[config.mk]
export PLATFORM = sky130hd
export DESIGN_NAME = stream_arb_mux
export DESIGN_NICKNAME = d
export VERILOG_FILES = /design/src/rtl/stream_pkg.sv /design/src/rtl/rr_arbiter.sv /design/src/rtl/stream_arb_mux.sv
export SDC_FILE = /design/constraint.sdc
export NUM_CORES = 1
export LEC_CHECK = 0
export ABC_AREA = 1
export BUFFER_PORTS_ARGS = -buffer_cell sky130_fd_sc_hd__buf_2
export CORE_AREA = 5 5 72 80
export CTS_BUF_LIST = sky130_fd_sc_hd__clkbuf_4 sky130_fd_sc_hd__clkbuf_8
export CTS_CLUSTER_DIAMETER = 120
export CTS_CLUSTER_SIZE = 25
export DETAILED_ROUTE_END_ITERATION = 16
export DIE_AREA = 0 0 77 85
export PLACE_DENSITY = 0.46
export SLEW_MARGIN = 20
export SYNTH_ARGS = -nofsm -noshare
export SYNTH_HDL_FRONTEND = slang
export SYNTH_SLANG_ARGS = --single-unit
export TNS_END_PERCENT = 100
[constraint.sdc]
create_clock -name clk -period 3.6 [get_ports clk]
set_clock_uncertainty 0.1 [all_clocks]
set_input_delay 0.9 -clock clk [delete_from_list [all_inputs] [get_ports clk]]
set_output_delay 0.9 -clock clk [all_outputs]
set_load 0.05 [all_outputs]
[src/rtl/stream_pkg.sv]
// Shared constants and helpers for the stream arbitration mux and its arbiter.
package stream_pkg;

  localparam logic MODE_RR    = 1'b0;
  localparam logic MODE_FIXED = 1'b1;

  localparam int CNT_W = 16;

  // Increment that sticks at all-ones instead of wrapping to zero.
  function automatic logic [CNT_W-1:0] sat_inc(input logic [CNT_W-1:0] value);
    return (value == {CNT_W{1'b1}}) ? value : value + 1'b1;
  endfunction

endpackage

[src/rtl/rr_arbiter.sv]
// Combinational grant selection: round-robin search from a pointer, or a
// fixed address that is granted only when that channel is requesting.
module rr_arbiter
  import stream_pkg::*;
#(
  parameter  int NUM_CH = 4,
  localparam int CH_W   = $clog2(NUM_CH)
) (
  input  logic [NUM_CH-1:0] i_req,
  input  logic [CH_W-1:0]   i_ptr,
  input  logic              i_mode,
  input  logic [CH_W-1:0]   i_addr,
  output logic [CH_W-1:0]   o_grant,
  output logic              o_grant_valid
);

  localparam int            PAD_W    = 1 << CH_W;
  localparam logic [CH_W:0] NUM_CH_L = (CH_W + 1)'(NUM_CH);

  // Zero-padded to the full index range so an out-of-range address reads 0.
  logic [PAD_W-1:0] w_req_pad;
  logic [CH_W:0]    w_idx;
  logic [CH_W-1:0]  w_rr_grant;
  logic             w_rr_valid;

  assign w_req_pad = PAD_W'(i_req);

  // Walk offsets from the far end so the closest requester to i_ptr wins last.
  always_comb begin
    // NOTE: every variable written here gets a default first, so no latch is inferred.
    w_rr_grant = '0;
    w_rr_valid = 1'b0;
    w_idx      = '0;
    for (int off = NUM_CH - 1; off >= 0; off--) begin
      w_idx = {1'b0, i_ptr} + (CH_W + 1)'(off);
      if (w_idx >= NUM_CH_L) w_idx = w_idx - NUM_CH_L;
      if (w_req_pad[w_idx[CH_W-1:0]]) begin
        w_rr_grant = w_idx[CH_W-1:0];
        w_rr_valid = 1'b1;
      end
    end
  end

  always_comb begin
    o_grant       = '0;
    o_grant_valid = 1'b0;
    if (i_mode == MODE_FIXED) begin
      if (w_req_pad[i_addr]) begin
        o_grant       = i_addr;
        o_grant_valid = 1'b1;
      end
    end else begin
      o_grant       = w_rr_grant;
      o_grant_valid = w_rr_valid;
    end
  end

endmodule

[src/rtl/stream_arb_mux.sv]
// N-channel valid/ready mux with round-robin or fixed-address selection into a
// single registered output slot. Optional counters: STREAM_ARB_MUX_COUNT_EN.
module stream_arb_mux
  import stream_pkg::*;
#(
  parameter  int NUM_CH = 4,
  parameter  int DATA_W = 8,
  localparam int CH_W   = $clog2(NUM_CH)
) (
  input  logic                     clk,
  input  logic                     reset,
  input  logic [NUM_CH*DATA_W-1:0] in_data,
  input  logic [NUM_CH-1:0]        in_valid,
  output logic [NUM_CH-1:0]        in_ready,
  input  logic                     mode,
  input  logic [CH_W-1:0]          address,
  output logic [DATA_W-1:0]        out_data,
  output logic [CH_W-1:0]          out_ch,
  output logic                     out_valid,
  input  logic                     out_ready
`ifdef STREAM_ARB_MUX_COUNT_EN
  ,
  output logic [NUM_CH*CNT_W-1:0]  beat_count,
  output logic [CNT_W-1:0]         stall_count
`endif
);

  logic [CH_W-1:0]   r_rr_ptr;
  logic [CH_W-1:0]   w_grant;
  logic              w_grant_valid;
  logic              w_load;
  logic              w_xfer;
  logic [DATA_W-1:0] w_sel_data;

  rr_arbiter #(.NUM_CH(NUM_CH)) u_arb (
    .i_req         (in_valid),
    .i_ptr         (r_rr_ptr),
    .i_mode        (mode),
    .i_addr        (address),
    .o_grant       (w_grant),
    .o_grant_valid (w_grant_valid)
  );

  // The slot can take a beat when empty or when its current beat leaves now.
  assign w_load = ~out_valid | out_ready;
  assign w_xfer = w_load & w_grant_valid & ~reset;

  always_comb begin
    in_ready   = '0;
    w_sel_data = '0;
    for (int k = 0; k < NUM_CH; k++) begin
      if (w_grant == CH_W'(k)) begin
        in_ready[k] = w_xfer;
        w_sel_data  = in_data[k*DATA_W +: DATA_W];
      end
    end
  end

  always_ff @(posedge clk) begin
    // NOTE: registered state uses non-blocking assignments only.
    if (reset) begin
      out_valid <= 1'b0;
      out_data  <= '0;
      out_ch    <= '0;
      r_rr_ptr  <= '0;
    end else if (w_load) begin
      out_valid <= w_grant_valid;
      if (w_grant_valid) begin
        out_data <= w_sel_data;
        out_ch   <= w_grant;
        // Explicit wrap: NUM_CH need not be a power of two.
        if (mode == MODE_RR)
          r_rr_ptr <= (w_grant == CH_W'(NUM_CH - 1)) ? '0 : w_grant + 1'b1;
      end
    end
  end

`ifdef STREAM_ARB_MUX_COUNT_EN
  logic [CNT_W-1:0] r_beat_cnt [NUM_CH];
  logic [CNT_W-1:0] r_stall_cnt;

  always_ff @(posedge clk) begin
    if (reset) begin
      // NOTE: the counter array is software-visible, so every entry is cleared on reset.
      for (int k = 0; k < NUM_CH; k++) r_beat_cnt[k] <= '0;
      r_stall_cnt <= '0;
    end else begin
      for (int k = 0; k < NUM_CH; k++)
        if (in_valid[k] & in_ready[k]) r_beat_cnt[k] <= sat_inc(r_beat_cnt[k]);
      if (out_valid & ~out_ready) r_stall_cnt <= sat_inc(r_stall_cnt);
    end
  end

  for (genvar k = 0; k < NUM_CH; k++) begin : g_beat
    assign beat_count[k*CNT_W +: CNT_W] = r_beat_cnt[k];
  end
  assign stall_count = r_stall_cnt;
`endif

endmodule
==> results by group, run 1 <==
Global route
  – Gr ovfl total: 0
  – Layer with the highest usage: met2
  – Gr usage total: 10.8%
  – Largest net degree at the start of global routing: 18
  – Initial antenna violation count: 0
  – First-pass GRT wire length: 5950 µm
  – Met3 usage: 3.29%
  – Met2 Track Usage GR: between 20% and 30%
  – Vias in the first global route: approximately 1400
  – GR Layer Usage met1: ~12%

Clocking
  – H-Tree Level Count: 1
  – Clk pin slew, worst setup/hold paths: 0.06 ns
  – CTS Buf Count: 3
  – Post-CTS setup buffer count: 0
  – Cts repair resizes: 0
  – CTS tree: built
  – CTS Buffer Depth: 2
  – CTS Hold Buffers Added: 0
  – Clk Latency, worst-skew pair: about 0.24 ns
  – CTS Sinks: 13
  – Root Buffer: clkbuf_8

STA
  – Final period utilization: 94.9%
  – Hold Fails Final Rpt: 0
  – RSZ-0062 raised after global routing: false
  – Hold_ws: 0.376 ns
  – F_max: 293 MHz
  – Rel. slew slack: 74.4%
  – Tightest Pin Transition: 0.384 ns
  – Setup violators final: 0
  – Post-layout minimum cycle time: 3.42 ns
  – Max-slew violation count: 0

Floorplan
  – Die area: 0.00655 mm²
  – Die height: between 80 and 90 µm
  – Die X: 77 µm
  – Core area: 0.00490 mm²
  – Ports: 57
  – Rows: 27
  – Initial Util: a little under a quarter

Layout
  – Diodes inserted: 0
  – Share of cells above drive strength 1: 32.8%
  – Layout overhead on the synthesized area: 40.6%
  – Post-layout nets: 309
  – Final Instance Count excl. Fillers: 320

Logic synthesis
  – #FFs+latches synth: 13
  – Largest area contributor in the netlist: dfxtp_1
  – Top cells by count, synth: nand2_1, nor2_1, nand3_1
  – Synth top area cells: dfxtp_1, nand2_1, nor2_1
  – Top cell type's share of synthesized area: between 20% and 30%
  – Sequential-to-total area share from yosys stat: 22.3%
  – Top-count cell post-synth: nand2_1
  – Post-synth cell types: 22
  – Asr flop ratio synth: 0%
  – Net count after synthesis: 248
  – Synth warnings: 0
  – Avg Cell Area, Syn: 5.77 µm²
  – Area of the mapped netlist: 0.00117 mm²
  – EDFF count, synth: 0
  – Main synth FF type: dfxtp_1
  – Mapped Cells: between 200 and 250

Route
  – Drt total wl: 3500 µm
  – Vias: between 1000 and 1500
  – Residual DRC count: 0
  – Iteration-0 DRC Markers: 48
  – Drt pass-1 iters: 4
  – Vias/cell: approximately 4.4
  – DR WL/cell: 10.9 µm
  – Final ANT Viol Nets: 0

Placement
  – Post-DP HPWL: around 2900 µm
  – Routability Congestion: 0.856
  – PortBufs: 56
  – Cells after DPL: 316

Worst setup path
  – Crit path required time: 2.60 ns
  – Worst EP arrival: 2.42 ns
  – Startpoint Class: input port
  – Crit-path max FO: 3
  – Critical path type: in -> out
  – Setup crit end kind: primary output
  – Reg2reg path depth: 19

Power
  – Pwr dens: 461 mW/mm²
  – Worst vdd rail ir drop: 0.282 mV
  – LEAKAGE: 0.000931 µW

Outcome
  – Status: completed

Worst hold path
  – Path type of the worst min-delay path: reg -> reg
  – Hold path cells: 2

Job
  – Max Cap Viol: 0
[power by group]
group	switching [µW]	internal, µW
clock network	50.6	76.3
registers	15.2	168
logic	287	158
[stage by stage]
| stage | cell area [µm²] | utilization, % | power [µW] | setup slack (ns) | TNS (ns) |
|---|---|---|---|---|---|
| 2_1_floorplan | 1210 | - | 515 | -0.126 | -0.126 |
| 3_3_place_gp | 1580 | 32.2 | 642 | 0.0318 | 0 |
| 3_5_place_dp | 1580 | 32.2 | 638 | 0.0723 | 0 |
| 4_1_cts | 1630 | 33.2 | 770 | 0.0696 | 0 |
| 5_1_grt | 1640 | 33.5 | 837 | 0.00312 | 0 |
| 6_report | 1640 | 33.5 | 756 | 0.184 | 0 |
[layer usage]
metal / part of all wire [%] / vias to the layer above / wire length, µm
met5: 0 / - / 0
met4: 0 / 0 / 0
met3: 6.9 / 0 / 241
met2: 50 / 36 / 1750
met1: 43 / 588 / 1510
li1: - / 770 / -
[cell type report]
class,instances,area (µm²)
clock buffer,3,41.3
clock inverter,1,5.00
fill,549,3260
inverter,22,86.3
multi-input combinational,158,815
sequential,13,260
tap,58,72.6
timing repair buffer,65,359
[state kept, by name, summed over array words and instances, names as in the netlist]
name,flops
out_valid,1
r_rr_ptr,2
out_data,8
out_ch,2
[worst max-delay path, stage by stage]
cell,delay [ns]
buf_2,0.11
inv_1,0.08
nand2_1,0.07
nand3_1,0.11
nand2_1,0.06
inv_1,0.05
nand2_1,0.05
nand2_1,0.05
nand2_1,0.05
nand3_1,0.08
nand2_1,0.09
inv_1,0.09
ha_2,0.19
clkinv_2,0.08
nor3_4,0.18
buf_6,0.18
[worst paths after layout]
check,from,end,slack [ns]
max reg2reg,r_rr_ptr[0]$_SDFFE_PP0P_,out_data[3]$_SDFFE_PP0N_,1.01
max,in_valid[3],in_ready[2],0.18
min,out_data[1]$_SDFFE_PP0N_,out_data[1]$_SDFFE_PP0N_,0.38
min reg2reg,out_data[1]$_SDFFE_PP0N_,out_data[1]$_SDFFE_PP0N_,0.38
[cell usage in the layout (no fill, tap or decap), types with 3 or more instances in the layout]
cell,n
a21oi_1,19
a22oi_1,8
buf_2,53
buf_4,11
clkbuf_8,3
dfxtp_1,13
ha_1,3
inv_1,18
nand2_1,55
nand2_2,8
nand3_1,22
nor2_1,30
o21ai_0,3
[logic make-up (layout without fill, tap and decap cells)]
group | count (synthesis) | in the layout | synth area share [%]
and+or+nand+nor | 121 | 121 | 45.1
AOI/OAI and AO/OA | 33 | 33 | 16.4
buffers and inverters | 31 | 91 | 11.9
DFF | 13 | 13 | 22.3
adders and majority gates | 4 | 4 | 4.29
Power figures use the tool's default switching activity.
==> run 2, diff against run 1 <==
- PLACE_DENSITY: 0.46 -> 0.48
- clock period: 3.6 -> 3 ns (I/O delays scaled with it)
==> run 2 against run 1 <==
Net effect: via count rose by 7.1%; clock power rose by 28%; cell area rose by 24%; critical path type unchanged; critical endpoint is now in_ready[3].
==> results by group, run 2 (same netlist as run 1, synthesis figures left out) <==
Outcome
  – Status: completed

STA
  – RSZ-0062 raised after global routing: true
  – Rel. slew slack: between 70 and 80%
  – Final period utilization: 98.3%
  – Post-layout minimum cycle time: 2.95 ns
  – F_max: about 340 MHz
  – Hold_ws: 0.374 ns
  – Hold Fails Final Rpt: 0
  – Tightest Pin Transition: 0.388 ns
  – Setup violators final: 0
  – Fin Setup TNS: 0 ns
  – Max-slew violation count: 0

Worst setup path
  – Reg2reg path depth: 18
  – Worst EP arrival: roughly 2.1 ns
  – Crit-path max FO: 3
  – Worst reg-to-reg setup slack: approximately 0.61 ns
  – Worst r2r dst: out_data[3]$_SDFFE_PP0N_
  – Setup crit end kind: primary output
  – R2r startpoint: r_rr_ptr[0]$_SDFFE_PP0P_
  – Startpoint Class: input port
  – Critical path type: in -> out
  – Crit path required time: 2.15 ns

Clocking
  – H-Tree Level Count: 1
  – CTS Buf Count: 3
  – Root Buffer: clkbuf_8
  – CTS tree: built
  – Clk Latency, worst-skew pair: about 0.24 ns
  – Clk pin slew, worst setup/hold paths: 0.05 ns
  – CTS Buffer Depth: 2
  – CTS Sinks: 13

Floorplan
  – Die height: 85 µm
  – Core area: 0.00490 mm²
  – Die X: 77 µm
  – Rows: 27
  – Ports: 57
  – Die area: 0.00655 mm²
  – Initial Util: between 20% and 30%

Placement
  – PortBufs: 56
  – Post-DP HPWL: between 3000 and 4000 µm
  – Cells after DPL: around 330
  – Routability Congestion: a little over 0.8

Layout
  – Util after Layout: 41.6%
  – Final Instance Count excl. Fillers: approximately 330
  – Top Registers: out_data: 8 flops, out_ch: 2 flops, r_rr_ptr: 2 flops
  – Layout overhead on the synthesized area: 74.6%
  – Post-layout nets: roughly 320
  – Most frequent cells in the layout: buf_2, nand2_1, nor2_1
  – Max reg flops: 8
  – Fill cells: 528
  – Diodes inserted: 0
  – Most common cell after layout, fill and taps aside: buf_2
  – Top reg by flops: out_data
  – Share of cells above drive strength 1: 48.0%

Route
  – DR WL/cell: 12.0 µm
  – Vias: 1493
  – Iteration-0 DRC Markers: 60
  – Drt total wl: 3990 µm
  – Final ANT Viol Nets: 0
  – Drt pass-1 iters: 6
  – Vias/cell: 4.48
  – Residual DRC count: 0

Job
  – Max Cap Viol: 0

Global route
  – Vias in the first global route: 1390
  – First-pass GRT wire length: roughly 6500 µm
  – Largest net degree at the start of global routing: 18
  – Gr usage total: 11.8%
  – Gr ovfl total: 0
  – Initial antenna violation count: 0

Power
  – Worst vdd rail ir drop: 0.187 mV
  – Pwr dens: ~520 mW/mm²
  – LEAKAGE: ~0.0011 µW

Worst hold path
  – Hold Path Sink: out_data[3]$_SDFFE_PP0N_
  – Hold path cells: 2
  – Path type of the worst min-delay path: reg -> reg
  – Hold path start: out_data[3]$_SDFFE_PP0N_
-- run 2: cell types whose count changed in the layout (fill, tap and decap cells not counted), sizes merged --
cell,previous run,this run
buf,65,78
clkbuf,3,4
clkinv,4,3
-- run 2: what timing repair did --
item                       4_1_cts  5_1_grt
pin swaps                        2       14
setup endpoints to repair        4        4
hold buffers                     0        0
resized for setup               16       47
setup buffers                    1        3
-- run 2: metal layers --
metal	GRT usage [%]	vias to the layer above	wire length, µm	share of wire (%)
li1	-	796	-	-
met1	14.7	655	1720	43
met2	20.2	42	1950	49
met3	4.35	0	318	8.0
met4	0.938	0	0	0
met5	0	-	0	0
-- run 2: worst max path at each step --
stage	startpoint	endpoint	cells after the start
final	in_valid[0]	in_ready[3]	14
after global routing	in_valid[0]	in_ready[3]	14
after floorplan	in_valid[0]	in_ready[3]	14
after detailed placement	in_valid[0]	in_ready[2]	14
after global placement	in_valid[0]	in_ready[2]	14
after CTS	in_valid[2]	in_ready[3]	14
-- run 2: power by group --
part	switching [µW]	internal, µW	leakage, µW
registers	16.2	203	0.000109
clock network	59.6	103	0.0000262
logic	413	269	0.000949
total	489	574	0.00108
-- run 2: worst max-delay path, stage by stage --
cell and delay, ns:
buf_12 0.12, nand2_4 0.06, nand2_4 0.06, nand2_4 0.06, nand2_4 0.06, nand2_2 0.07, nand2_1 0.05, nand2_1 0.06
nand3_2 0.08, nand2_4 0.12, buf_6 0.11, ha_4 0.12, nor3b_4 0.20, buf_6 0.19
-- run 2: final cells by class --
class                           count  area, µm²  share of cell area, %
Sequential cell                    13        263                   12.9
Timing Repair Buffer               78        527                   25.9
Tap cell                           58       72.6                   3.56
Clock buffer                        4       48.8                   2.40
Multi-Input combinational cell    158       1010                   49.5
Inverter                           22        118                   5.78
-- run 2: through the flow --
stage	worst slack [ns]	total power, µW	instance area, µm²
2_1_floorplan	-0.0833	664	1330
3_3_place_gp	-0.159	812	1720
3_5_place_dp	-0.180	815	1720
4_1_cts	0.0103	1000	1830
5_1_grt	-0.0621	1160	2040
6_report	0.0503	1060	2040
